**src/rtl/fft_frame_tx.sv**
```systemverilog
// Frames an unframed complex sample stream into 2**N_LOG2-beat Avalon-ST packets for the FFT sink.
// A one-entry output register absorbs sink_ready backpressure. Aborted frames are zero-padded to full length.
module fft_frame_tx #(
  parameter int DATA_W = 16,
  parameter int N_LOG2 = 10
) (
  input  logic                     clk,
  input  logic                     reset_n,
  input  logic                     start,
  input  logic                     abort,
  input  logic                     cfg_inverse,
  input  logic                     cfg_continuous,
  input  logic                     in_valid,
  output logic                     in_ready,
  input  logic signed [DATA_W-1:0] in_real,
  input  logic signed [DATA_W-1:0] in_imag,
  output logic                     sink_valid,
  input  logic                     sink_ready,
  output logic [1:0]               sink_error,
  output logic                     sink_sop,
  output logic                     sink_eop,
  output logic signed [DATA_W-1:0] sink_real,
  output logic signed [DATA_W-1:0] sink_imag,
  output logic                     inverse,
  output logic                     busy,
  output logic                     aborted,
  output logic [15:0]              frames_sent
);

  typedef enum logic [1:0] {
    IDLE   = 2'd0,
    STREAM = 2'd1,
    FLUSH  = 2'd2
  } state_t;

  localparam logic [N_LOG2-1:0] CNT_LAST = '1;
  localparam logic [N_LOG2-1:0] CNT_ONE  = N_LOG2'(1);

  state_t                    state_q, state_d;
  logic [N_LOG2-1:0]         cnt_q, cnt_d;
  logic                      sink_valid_q, sink_valid_d;
  logic                      sop_q, sop_d;
  logic                      eop_q, eop_d;
  logic signed [DATA_W-1:0]  real_q, real_d;
  logic signed [DATA_W-1:0]  imag_q, imag_d;
  logic                      inverse_q, inverse_d;
  logic                      aborted_q, aborted_d;
  logic [15:0]               frames_q, frames_d;

  logic out_free;
  logic accept;
  logic cnt_last;

  assign out_free = ~sink_valid_q | sink_ready;
  assign in_ready = (state_q == STREAM) & out_free;
  assign accept   = in_valid & in_ready;
  assign cnt_last = (cnt_q == CNT_LAST);

  always_comb begin
    state_d      = state_q;
    cnt_d        = cnt_q;
    sink_valid_d = sink_valid_q & ~sink_ready;
    sop_d        = sop_q;
    eop_d        = eop_q;
    real_d       = real_q;
    imag_d       = imag_q;
    inverse_d    = inverse_q;
    aborted_d    = aborted_q;
    frames_d     = frames_q;

    if (sink_valid_q & sink_ready & eop_q)
      frames_d = frames_q + 16'd1;

    unique case (state_q)
      IDLE: begin
        if (start) begin
          state_d   = STREAM;
          cnt_d     = '0;
          aborted_d = 1'b0;
        end
      end

      STREAM: begin
        if (accept) begin
          sink_valid_d = 1'b1;
          sop_d        = (cnt_q == '0);
          eop_d        = cnt_last;
          real_d       = in_real;
          imag_d       = in_imag;
          cnt_d        = cnt_q + CNT_ONE;
          if (cnt_q == '0)
            inverse_d = cfg_inverse;
          if (cnt_last && !cfg_continuous)
            state_d = IDLE;
        end
        // An abort coinciding with the eop beat is moot: the frame already completed.
        if (abort && !(accept && cnt_last)) begin
          if (cnt_d == '0) begin
            state_d = IDLE;
          end else begin
            state_d   = FLUSH;
            aborted_d = 1'b1;
          end
        end
      end

      FLUSH: begin
        if (out_free) begin
          sink_valid_d = 1'b1;
          sop_d        = 1'b0;
          eop_d        = cnt_last;
          real_d       = '0;
          imag_d       = '0;
          cnt_d        = cnt_q + CNT_ONE;
          if (cnt_last)
            state_d = IDLE;
        end
      end

      default: state_d = IDLE;
    endcase
  end

  always_ff @(posedge clk or negedge reset_n) begin
    if (!reset_n) begin
      state_q      <= IDLE;
      cnt_q        <= '0;
      sink_valid_q <= 1'b0;
      sop_q        <= 1'b0;
      eop_q        <= 1'b0;
      real_q       <= '0;
      imag_q       <= '0;
      inverse_q    <= 1'b0;
      aborted_q    <= 1'b0;
      frames_q     <= '0;
    end else begin
      state_q      <= state_d;
      cnt_q        <= cnt_d;
      sink_valid_q <= sink_valid_d;
      sop_q        <= sop_d;
      eop_q        <= eop_d;
      real_q       <= real_d;
      imag_q       <= imag_d;
      inverse_q    <= inverse_d;
      aborted_q    <= aborted_d;
      frames_q     <= frames_d;
    end
  end

  assign sink_valid  = sink_valid_q;
  assign sink_error  = 2'b00;
  assign sink_sop    = sop_q;
  assign sink_eop    = eop_q;
  assign sink_real   = real_q;
  assign sink_imag   = imag_q;
  assign inverse     = inverse_q;
  assign busy        = (state_q != IDLE) | sink_valid_q;
  assign aborted     = aborted_q;
  assign frames_sent = frames_q;

endmodule

```
**config.mk**
```make
export PLATFORM = sky130hd
export DESIGN_NAME = fft_frame_tx
export DESIGN_NICKNAME = d
export VERILOG_FILES = /design/src/rtl/fft_frame_tx.sv
export SDC_FILE = /design/constraint.sdc
export NUM_CORES = 1
export LEC_CHECK = 0
export CAP_MARGIN = 20
export CORE_ASPECT_RATIO = 1.4
export CORE_MARGIN = 2
export CORE_UTILIZATION = 48
export CTS_BUF_LIST = sky130_fd_sc_hd__clkbuf_2 sky130_fd_sc_hd__clkbuf_4 sky130_fd_sc_hd__clkbuf_8
export DETAILED_ROUTE_END_ITERATION = 7
export GPL_TIMING_DRIVEN = 0
export PLACE_DENSITY = 0.82
export SLEW_MARGIN = 20
export SYNTH_ARGS = -nofsm -noshare
export SYNTH_HDL_FRONTEND = slang
export SYNTH_SLANG_ARGS = --single-unit
```
**constraint.sdc**
```tcl
create_clock -name clk -period 2.4 [get_ports clk]
set_input_delay 0.48 -clock clk [delete_from_list [all_inputs] [get_ports clk]]
set_output_delay 0.48 -clock clk [all_outputs]
set_load 0.005 [all_outputs]
```
==> run summary, run 1 <==
Run status - finished, final reports clean
Max Transition Viols Final - 0
Port bufs - 94
Initial antenna violation count - 0
Commonest non-fill, non-tap cell in the layout - clkdlybuf4s50_1
Max Freq - 0.433 GHz
Endpoints failing setup - 0
Pin count of the biggest net entering global routing - 49
CP Class - reg -> out
Antenna Cells - 0
Startpoint types - flop
Worst Hold Class - in -> async
Crit Path Max Fanout - 10
Max_cap viols - 0
Most common flop cell mapped by yosys - dfrtp_1
Clock sinks - 65
First-pass GRT wire length - 12.5 mm
Critical Path End Type - primary output
Highest-count cells in the layout ignoring fill and taps - clkdlybuf4s50_1 (93), dfrtp_1 (64), a22o_1 (33)
Final HPWL DP - 5.88 mm
Yosys reg bits - 65
Fin cells - 482
P_leak - 1.97 nW
TritonCTS clock tree - built
Ratio of final minimum period to clock period - 0.962
Pwr Density - 990 mW/mm²
Synth Instances - 295
Max_slew headroom - 0.606
Clk_lat worst skew - 0.34 ns
Syn. warnings - 0
Htree depth - 3
Cell count of the worst reg-to-reg path - 8
NumNets Final - 452
Tmin final - 2.31 ns
Area of the core - 0.00625 mm²
Placer congestion estimate - 0.979
Synth async-reset ratio - 1.00
Via density - 5.80
Placed cell count - 463
Site row count - 34
Netlist cell types - 49
Final hold vios - 0
Syn Std Cell Area - 0.00312 mm²
Clock skew - 0.00673 ns
First-pass iteration count of the detailed router - 6
Vias - 2797
Buf+Inv Stages, Crit Path - 4
DRC - 0
Post-route ant nets - 0
Placement Cell Area - 0.00418 mm²
IO Count - 97
Area added between synthesis and finish - 43.1%
Final wirelength - 8.14 mm
Initial DRC count - 211
Slowest-stage cell, CP - clkdlybuf4s50_1
R2r startpoint - cnt_q[0]$_DFFE_PN0P_
Seq/Total Area, Yosys - 0.521
Critical path arrival - 1.83 ns
Final Cell Area - 0.00447 mm²
RSZ-0062 raised after global routing - no
Die H - 99.4 µm
Clock transition at path regs - 0.07 ns
Peak supply drop - 0.000561 V
Gr ovfl total - 0
Fraction of layout cells with a size suffix above 1 - 0.134
CP Depth - 6
Worst Setup SP - state_q[1]$_DFFE_PN0P_
Largest stage delay on the critical path - 0.49 ns
CTS max path bufs - 2
CP delay by family, top - buffers and inverters
Reg2reg end - state_q[0]$_DFFE_PN0P_
Routed wire per std cell - 16.9 µm
Area of the die - 0.00718 mm²
Worst-Margin Slew - 0.584 ns
Syn Area/Cell - 10.6 µm²
Hold-fix buffers, CTS - 0
CP Capture Point - in_ready
Worst R2R Setup Slack - 0.12 ns
CTS Buf Count - 9
Die extent in x - 72.2 µm
Starting Density - 0.499
CP required - 1.92 ns
Number of flops mapped to enable cells by yosys - 0
Vias in the first global route - 2605
GRT Overall Usage - 0.222
CP Cell Sequence - inv_2, ha_2, buf_6, buf_8, and2_1, clkdlybuf4s50_1
CTS root buf - clkbuf_8
[cells by family (layout without fill, tap and decap cells)]
kind of cell / after synthesis / count (layout) / synth area share
buf+inv: 30 / 144 / 0.0445
compound gates: 85 / 85 / 0.197
xor+xnor: 17 / 17 / 0.0477
fa+ha+maj: 6 / 6 / 0.0240
mux: 4 / 4 / 0.0140
simple gates: 87 / 87 / 0.151
other cells: 1 / 2 / 0.00120
flops: 65 / 65 / 0.521
[Yosys cell counts (4+ instances only)]
cell / number / area [µm²]
nand2_1: 24 / 90.1
buf_4: 5 / 37.5
nor2_1: 16 / 60.1
xor2_1: 7 / 61.3
dfrtp_1: 65 / 1630
clkbuf_1: 10 / 37.5
a31oi_1: 4 / 25.0
a21oi_1: 12 / 60.1
nor3_1: 4 / 20.0
and3_1: 4 / 25.0
nand4_1: 4 / 25.0
o21ai_0: 19 / 95.1
xnor2_1: 10 / 87.6
nor4_1: 4 / 25.0
inv_1: 9 / 33.8
ha_1: 6 / 75.1
nand3_1: 12 / 60.1
buf_2: 6 / 30.0
a22o_1: 33 / 289
[through the flow]
| step | power (W) | setup slack, ns | setup TNS (ns) | util | hold slack (ns) |
|---|---|---|---|---|---|
| 2_1_floorplan | 0.00246 | 0.300 | 0 | - | 0.184 |
| 3_3_place_gp | 0.00334 | -1.22 | -87.49 | 0.665 | 0.462 |
| 3_5_place_dp | 0.00340 | -0.472 | -7.91 | 0.669 | 0.376 |
| 4_1_cts | 0.00433 | -0.00373 | -0.00373 | 0.701 | 0.00675 |
| 5_1_grt | 0.00467 | 0.0111 | 0 | 0.715 | 0.0118 |
| 6_report | 0.00443 | 0.0923 | 0 | 0.715 | 0.00612 |
[flip-flops by register name (all words and copies together) (netlist names)]
signal / cells
sink_valid: 1
sink_eop: 1
sink_sop: 1
cnt_q: 10
frames_sent: 16
sink_imag: 16
aborted: 1
inverse: 1
state_q: 2
sink_real: 16
[where the power goes]
part	leakage (nW)	switching (W)	internal, W
combinational	1.02	0.000853	0.00111
clock	0.0909	0.000418	0.000468
sequential	0.854	0.000183	0.00140
[how the worst min path moves through the flow]
stage                                 from                          end
3_5_place_dp                       reset_n  frames_sent[10]$_DFFE_PN0P_
6_report                           reset_n  frames_sent[12]$_DFFE_PN0P_
3_3_place_gp   frames_sent[15]$_DFFE_PN0P_  frames_sent[15]$_DFFE_PN0P_
2_1_floorplan                      reset_n          aborted$_DFFE_PN0P_
5_1_grt                            reset_n  frames_sent[10]$_DFFE_PN0P_
4_1_cts                            reset_n  frames_sent[10]$_DFFE_PN0P_
[layout make-up]
type	instances	area (µm²)
Fill cell	462	1780
Sequential cell	65	1630
Multi-Input combinational cell	201	1410
Timing Repair Buffer	100	1000
Clock buffer	9	124
Buffer	20	119
Tap cell	72	90.1
Clock inverter	6	60.1
Inverter	9	33.8
[repair_timing]
item	CTS	global route
pin swaps	0	2
buffers inserted	0	5
resized for setup	6	15
setup endpoints to repair	3	40
[metal layers]
| layer | wire, µm | vias up | GRT usage |
|---|---|---|---|
| met5 | 0 | - | 0 |
| met4 | 189 | 0 | 0.0740 |
| met3 | 558 | 22 | 0.0486 |
| met2 | 4110 | 119 | 0.380 |
| met1 | 3280 | 1365 | 0.276 |
| li1 | - | 1291 | - |
(Power assumes the default switching activity.)
==> run 2: changes to the inputs <==
Settings changed: CTS_CLUSTER_SIZE from default to 14.
==> results of run 2 <==
The final DEF is identical to that of run 1; final timing and power are the same.
